File: src/rtl/ram_arbiter_pkg.sv
// Shared core defines (reset polarity, pipeline hold flags) plus arbiter package.
// Build option: define RAM_ARB_RR_EN for round-robin arbitration; default is fixed priority.
// Pure declarations: no latency, no backpressure.
`ifndef RAM_ARB_SHARED_DEFINES
`define RAM_ARB_SHARED_DEFINES
`define RST_ENABLE    1'b0
`define RST_DISABLE   1'b1
`define HOLD_FLAG_BUS 2:0
`define HOLD_NONE     3'b000
`define HOLD_PIPE     3'b011
`endif

package ram_arbiter_pkg;

  // Requester identity, used for rd_owner and last_grant
  localparam logic MASTER_M0 = 1'b0;
  localparam logic MASTER_M1 = 1'b1;

  // Width needed to hold 0..max_val inclusive
  function automatic int cnt_width(input int max_val);
    return (max_val < 1) ? 1 : $clog2(max_val + 1);
  endfunction

endpackage

File: src/rtl/ram_arb_prio.sv
// Combinational winner select for the RAM arbiter; policy set by RAM_ARB_RR_EN.
// Latency: 0 cycles (pure combinational).
// Backpressure: losers are simply not granted; they must hold their request.
module ram_arb_prio
  import ram_arbiter_pkg::*;
#(
  parameter int STARVE_MAX = 8,
  parameter int CNT_W      = cnt_width(STARVE_MAX)
) (
  input  logic             m0_req,
  input  logic             m1_req,
  input  logic             lock_state,
`ifdef RAM_ARB_RR_EN
  input  logic             last_grant,
`else
  input  logic [CNT_W-1:0] starve_cnt,
`endif
  output logic [1:0]       gnt
);

  // One-hot grant: bit0 = m0, bit1 = m1
  always_comb begin
    gnt = 2'b00;
    if (lock_state) begin
      // Loader owns the RAM; the core is shut out
      gnt = {m1_req, 1'b0};
    end else if (m0_req && m1_req) begin
`ifdef RAM_ARB_RR_EN
      gnt = (last_grant == MASTER_M1) ? 2'b01 : 2'b10;
`else
      // Core wins unless the loader has waited long enough
      gnt = (starve_cnt == CNT_W'(STARVE_MAX)) ? 2'b10 : 2'b01;
`endif
    end else begin
      gnt = {m1_req, m0_req};
    end
  end

endmodule

File: src/rtl/ram_arbiter.sv
// Arbitrates the single-port data RAM between core (m0) and loader (m1); build option RAM_ARB_RR_EN.
// Latency: grant 0 cycles, read data 1 cycle after grant.
// Backpressure: denied m0 raises hold_flag_o; denied requesters keep req/payload stable.
module ram_arbiter
  import ram_arbiter_pkg::*;
#(
  parameter int ADDR_W     = 32,
  parameter int DATA_W     = 32,
  parameter int STARVE_MAX = 8
) (
  input  logic                 clk,
  input  logic                 rst,
  input  logic                 m0_req_i,
  input  logic                 m0_we_i,
  input  logic [ADDR_W-1:0]    m0_addr_i,
  input  logic [DATA_W-1:0]    m0_wdata_i,
  output logic                 m0_gnt_o,
  output logic                 m0_rvalid_o,
  output logic [DATA_W-1:0]    m0_rdata_o,
  input  logic                 m1_req_i,
  input  logic                 m1_we_i,
  input  logic [ADDR_W-1:0]    m1_addr_i,
  input  logic [DATA_W-1:0]    m1_wdata_i,
  output logic                 m1_gnt_o,
  output logic                 m1_rvalid_o,
  output logic [DATA_W-1:0]    m1_rdata_o,
  input  logic                 m1_lock_i,
  output logic                 ram_we_o,
  output logic [ADDR_W-1:0]    ram_waddr_o,
  output logic [ADDR_W-1:0]    ram_raddr_o,
  output logic [DATA_W-1:0]    ram_wdata_o,
  input  logic [DATA_W-1:0]    ram_rdata_i,
  output logic [`HOLD_FLAG_BUS] hold_flag_o
);

  localparam logic ST_IDLE    = 1'b0;
  localparam logic ST_M1_LOCK = 1'b1;
  localparam int   CNT_W      = cnt_width(STARVE_MAX);

  logic       state, state_nxt;
  logic       rd_pend, rd_owner;
  logic       run;
  logic [1:0] gnt_raw, gnt;

  // While reset is held nothing is granted and no response is presented
  assign run = (rst == `RST_DISABLE);
  assign gnt = run ? gnt_raw : 2'b00;

`ifdef RAM_ARB_RR_EN
  logic last_grant;

  ram_arb_prio #(.STARVE_MAX(STARVE_MAX)) u_prio (
    .m0_req     (m0_req_i),
    .m1_req     (m1_req_i),
    .lock_state (state == ST_M1_LOCK),
    .last_grant (last_grant),
    .gnt        (gnt_raw)
  );

  // Remember who was served last so the other side wins the next conflict
  always_ff @(posedge clk) begin
    if (rst == `RST_ENABLE)  last_grant <= MASTER_M1;
    else if (gnt[0])         last_grant <= MASTER_M0;
    else if (gnt[1])         last_grant <= MASTER_M1;
  end
`else
  logic [CNT_W-1:0] starve_cnt;

  ram_arb_prio #(.STARVE_MAX(STARVE_MAX)) u_prio (
    .m0_req     (m0_req_i),
    .m1_req     (m1_req_i),
    .lock_state (state == ST_M1_LOCK),
    .starve_cnt (starve_cnt),
    .gnt        (gnt_raw)
  );

  // Count loader cycles lost to the core; saturate, clear on any loader grant
  always_ff @(posedge clk) begin
    if (rst == `RST_ENABLE)
      starve_cnt <= '0;
    else if (gnt[1])
      starve_cnt <= '0;
    else if ((state == ST_IDLE) && m1_req_i && (starve_cnt != CNT_W'(STARVE_MAX)))
      starve_cnt <= starve_cnt + CNT_W'(1);
  end
`endif

  assign m0_gnt_o = gnt[0];
  assign m1_gnt_o = gnt[1];

  // Granted master drives the RAM; idle bus is all zeros
  always_comb begin
    ram_we_o    = 1'b0;
    ram_waddr_o = '0;
    ram_raddr_o = '0;
    ram_wdata_o = '0;
    if (gnt[0]) begin
      ram_we_o    = m0_we_i;
      ram_waddr_o = m0_addr_i;
      ram_raddr_o = m0_addr_i;
      ram_wdata_o = m0_wdata_i;
    end else if (gnt[1]) begin
      ram_we_o    = m1_we_i;
      ram_waddr_o = m1_addr_i;
      ram_raddr_o = m1_addr_i;
      ram_wdata_o = m1_wdata_i;
    end
  end

  // Lock is entered only through an actual loader grant and left as soon as lock drops
  always_comb begin
    state_nxt = state;
    if (state == ST_IDLE) begin
      if (gnt[1] && m1_lock_i) state_nxt = ST_M1_LOCK;
    end else begin
      if (!m1_lock_i) state_nxt = ST_IDLE;
    end
  end

  // FSM state register
  always_ff @(posedge clk) begin
    if (rst == `RST_ENABLE) state <= ST_IDLE;
    else                    state <= state_nxt;
  end

  // Track the outstanding read so its data returns to the issuer next cycle
  always_ff @(posedge clk) begin
    if (rst == `RST_ENABLE) begin
      rd_pend  <= 1'b0;
      rd_owner <= MASTER_M0;
    end else begin
      rd_pend  <= (|gnt) && !ram_we_o;
      rd_owner <= gnt[1] ? MASTER_M1 : MASTER_M0;
    end
  end

  assign m0_rvalid_o = run && rd_pend && (rd_owner == MASTER_M0);
  assign m1_rvalid_o = run && rd_pend && (rd_owner == MASTER_M1);
  assign m0_rdata_o  = m0_rvalid_o ? ram_rdata_i : '0;
  assign m1_rdata_o  = m1_rvalid_o ? ram_rdata_i : '0;

  // Stall the core pipeline whenever its access is refused
  assign hold_flag_o = (run && m0_req_i && !gnt[0]) ? `HOLD_PIPE : `HOLD_NONE;

endmodule

File: config.mk
export PLATFORM = sky130hd
export DESIGN_NAME = ram_arbiter
export DESIGN_NICKNAME = d
export VERILOG_FILES = /design/src/rtl/ram_arbiter_pkg.sv /design/src/rtl/ram_arb_prio.sv /design/src/rtl/ram_arbiter.sv
export SDC_FILE = /design/constraint.sdc
export NUM_CORES = 1
export LEC_CHECK = 0
export BUFFER_PORTS_ARGS = -buffer_cell sky130_fd_sc_hd__buf_4
export CELL_PAD_IN_SITES_DETAIL_PLACEMENT = 0
export CELL_PAD_IN_SITES_GLOBAL_PLACEMENT = 2
export CORE_ASPECT_RATIO = 1.1
export CORE_MARGIN = 2
export CORE_UTILIZATION = 10
export DETAILED_ROUTE_END_ITERATION = 10
export PLACE_DENSITY = 0.86
export SLEW_MARGIN = 20
export SYNTH_ARGS = -nofsm -noshare
export SYNTH_HDL_FRONTEND = slang
export SYNTH_SLANG_ARGS = --single-unit
export TNS_END_PERCENT = 10
File: constraint.sdc
create_clock -name clk -period 5.3 [get_ports clk]
set_clock_uncertainty 0.05 [all_clocks]
set_input_delay 0 -clock clk [delete_from_list [all_inputs] [get_ports clk]]
set_output_delay 0 -clock clk [all_outputs]
set_load 0.02 [all_outputs]
==> results_dict.tcl <==
set metrics [dict create \
    core-area_um2 17020 \
    synth_top_cells_by_count "a22o_1 (66), and2_1 (64), buf_4 (35)" \
    routedWlPerCell_um 14.84 \
    firstDrtPassIters 4 \
    post-route-util_pct 25.19 \
    multiInputGateArea_um2 1207 \
    synth_top_area_share_pct 33.33 \
    period_minus_slack_ns 3.040 \
    reg2reg_to "rd_pend" \
    wirelength_um 11160 \
    grt_max_degree 51 \
    cts-htree-levels 1 \
    cts.sinks 7 \
    die_h_um 142.1 \
    post-route-drc-count 0 \
    min_to "rd_owner" \
    yosysUniqueCellTypes 26 \
    min_from "rst" \
    cp_common_cell "buf_4" \
    yosys_warnings 0 \
    drtAntennaViolNets 0 \
    synth-compound-area-share_pct 39.97 \
    synth_edf_count 0 \
    crit_path_top_delay_cell "a211oi_4" \
    worst_pin_slew_ns 0.9701 \
    cts_root_buffer "clkbuf_16" \
    fmax_mhz 329.0 \
    pre_cts_ws_ns 2.406 \
    hold_class "in -> reg" \
    rsz0062_at_grt "no" \
    cts_tree "built" \
    numPortBuffers 333 \
    critical_path.endpoint_type "output port" \
    via_count 2847 \
    p_switching_mw 0.1945 \
    grt_pass1_wl_um 14390 \
    area_growth_pct 147.2 \
    cp.required_ns 5.25 \
    core.rowCount 50 \
    muxShareOfSynthArea_pct 0 \
    hold_viol 0 \
    p_leak_nw 2.345 \
    critPathTopFamily "compound AO/OA/AOI/OAI gates" \
    seqPwrFrac_pct 10.7 \
    clock_path_buffers 2 \
    synth_ff_type "dfxtp_1" \
    synthesis.area_um2 1734 \
    synth_top_family_by_area "compound AO/OA/AOI/OAI gates" \
    synth.avg_cell_area_um2 7.540 \
    finalWorstSetupSlack_ns 2.260 \
    grt_pass1_vias 2690 \
    startpoint_type "flip-flop" \
    fill_cells 1921 \
    p_per_area_nw_per_um2 123.3 \
    final_max_slew_viol_count 0 \
    start_util_pct 10.19 \
    grtUsageTotal_pct 10.20 \
    finalCritPeriodShare_pct 57.35 \
    drt_iter0_drc 62 \
    grt-ovfl-total 0 \
    r2r_start "starve_cnt[0]" \
    p_comb_share_pct 65.0 \
    synth_xor_area_share_pct 0 \
    pin_count 335 \
    yosysMostFrequentCell "a22o_1" \
    vias_per_cell 3.786 \
    cp_cell_sequence "inv_1, ha_1, and3b_1, a211oi_4, buf_4, a22o_1, buf_4" \
    drive_gt1_share_pct 65.96 \
    peakVddDrop_v 0.00007345 \
    post_cts_resized 0 \
    crit_fanout 50 \
    ys_ff_latch 7 \
    synthesis.nets 399 \
    antenna_found_initial 1 \
    status "completed" \
    synth_top_cells_by_area "a22o_1 (33%), and2_1 (23%), buf_4 (15%), dfxtp_1 (8.1%), buf_2 (2.6%)" \
    final_nets 687 \
    dp_hpwl_um 9741 \
    regToRegSetupSlack_ns 2.61 \
    synth_fa_ha_area_share_pct 1.443 \
    layout.area.seq_um2 140.1 \
    critPathMaxStageDelay_ns 0.80 \
    synthSimpleGateAreaFrac_pct 27.99 \
    setup_viol 0 \
    reg2reg_depth 6 \
    power.internal_mw 0.3342 \
    gp_congestion 0.7988 \
    yosys.area.top_type "a22o_1" \
    numCtsBuffers 3 \
    synth-seq-area-share_pct 8.081 \
    die_width_um 129.6 \
    max-slew-margin-rel_pct 35.33 \
    clk_pin_slew_ns 0.04 \
    clkLatencyLatePin_ns 0.23 \
    die_area_um2 18410 \
    swShare_pct 36.79 \
    arrival_ns 2.99 \
    async_flop_share_pct 0 \
    crit_type "reg -> out" \
    tns_ns 0 \
    post_cts_buffers 0 \
    cap_violations 0 \
    clockPowerShare_pct 24.3 \
    path_buf_inv 3 \
    holdPathStages 2 \
    syn_inst 230 \
]
-- cell families (layout without fill, tap and decap cells) --
kind of cell / Yosys count / in the layout
compound gates: 80 / 80
fa+ha+maj: 2 / 2
flops: 7 / 7
simple gates: 79 / 79
other cells: 1 / 2
buf+inv: 61 / 348
-- power by group through the flow --
stage / clock network, mW / registers [mW] / logic (mW)
floorplan: 0 / 0.0570 / 0.165
global placement: 0 / 0.0574 / 0.348
detailed placement: 0 / 0.0575 / 0.347
CTS: 0.129 / 0.0567 / 0.349
global route: 0.133 / 0.0569 / 0.364
finish: 0.128 / 0.0568 / 0.344
-- per-layer routing --
layer,GRT usage (%),share of wire (%),up-vias
met5,0,0,-
met1,10.84,36,1254
met4,1.868,0.96,0
met2,20.47,52,216
met3,2.030,11,6
li1,-,-,1371
-- repair_timing --
action	in CTS	in global routing
endpoints found under the hold margin	1	0
setup endpoints to repair	0	0
hold buffers	2	0
-- placed cells by master (no fill, tap or decap), types with 2 or more instances in the layout --
cell type and count:
nor2_1 2, dfxtp_1 7, nand2b_1 2, and2_1 64
inv_1 6, dlygate4sd3_1 2, a211oi_1 4, o21ai_0 4
nand3_1 3, o211a_1 2, buf_4 336, clkbuf_16 3
ha_1 2, nand2_1 2, a22o_1 66
-- through the flow --
step	total power [mW]	instances	hold WS (ns)	area (um2)
floorplan	0.2225	230	0.08341	1734
CTS	0.5353	751	0.01209	4284
global route	0.5536	751	0.02331	4284
global placement	0.4056	745	0.1844	4185
detailed placement	0.4048	745	0.1864	4185
finish	0.5287	752	0.009659	4287
-- flip-flops by register name (all words and copies together) (netlist names) --
| signal | flops |
|---|---|
| rd_owner | 1 |
| state | 1 |
| starve_cnt | 4 |
| rd_pend | 1 |
-- worst max path at each step --
stage	start	end	slack, ns	cells after the start
after floorplan	starve_cnt[0]	ram_waddr_o[20]	3.30	8
after global placement	starve_cnt[0]	ram_waddr_o[12]	2.42	7
after detailed placement	starve_cnt[0]	ram_raddr_o[12]	2.41	7
after CTS	starve_cnt[0]	ram_raddr_o[12]	2.16	7
after global routing	starve_cnt[0]	ram_raddr_o[12]	2.04	7
final	starve_cnt[0]	ram_waddr_o[26]	2.26	7
-- cell type report --
class                      count  share of cell area (%)
tap                          234                   6.830
timing repair buffer         338                   59.31
inverter                       6                  0.5254
multi-input combinational    162                   28.17
antenna                        1                 0.05838
clock buffer                   4                   1.839
sequential                     7                   3.269
No activity file was read; power rests on OpenSTA's default activity.
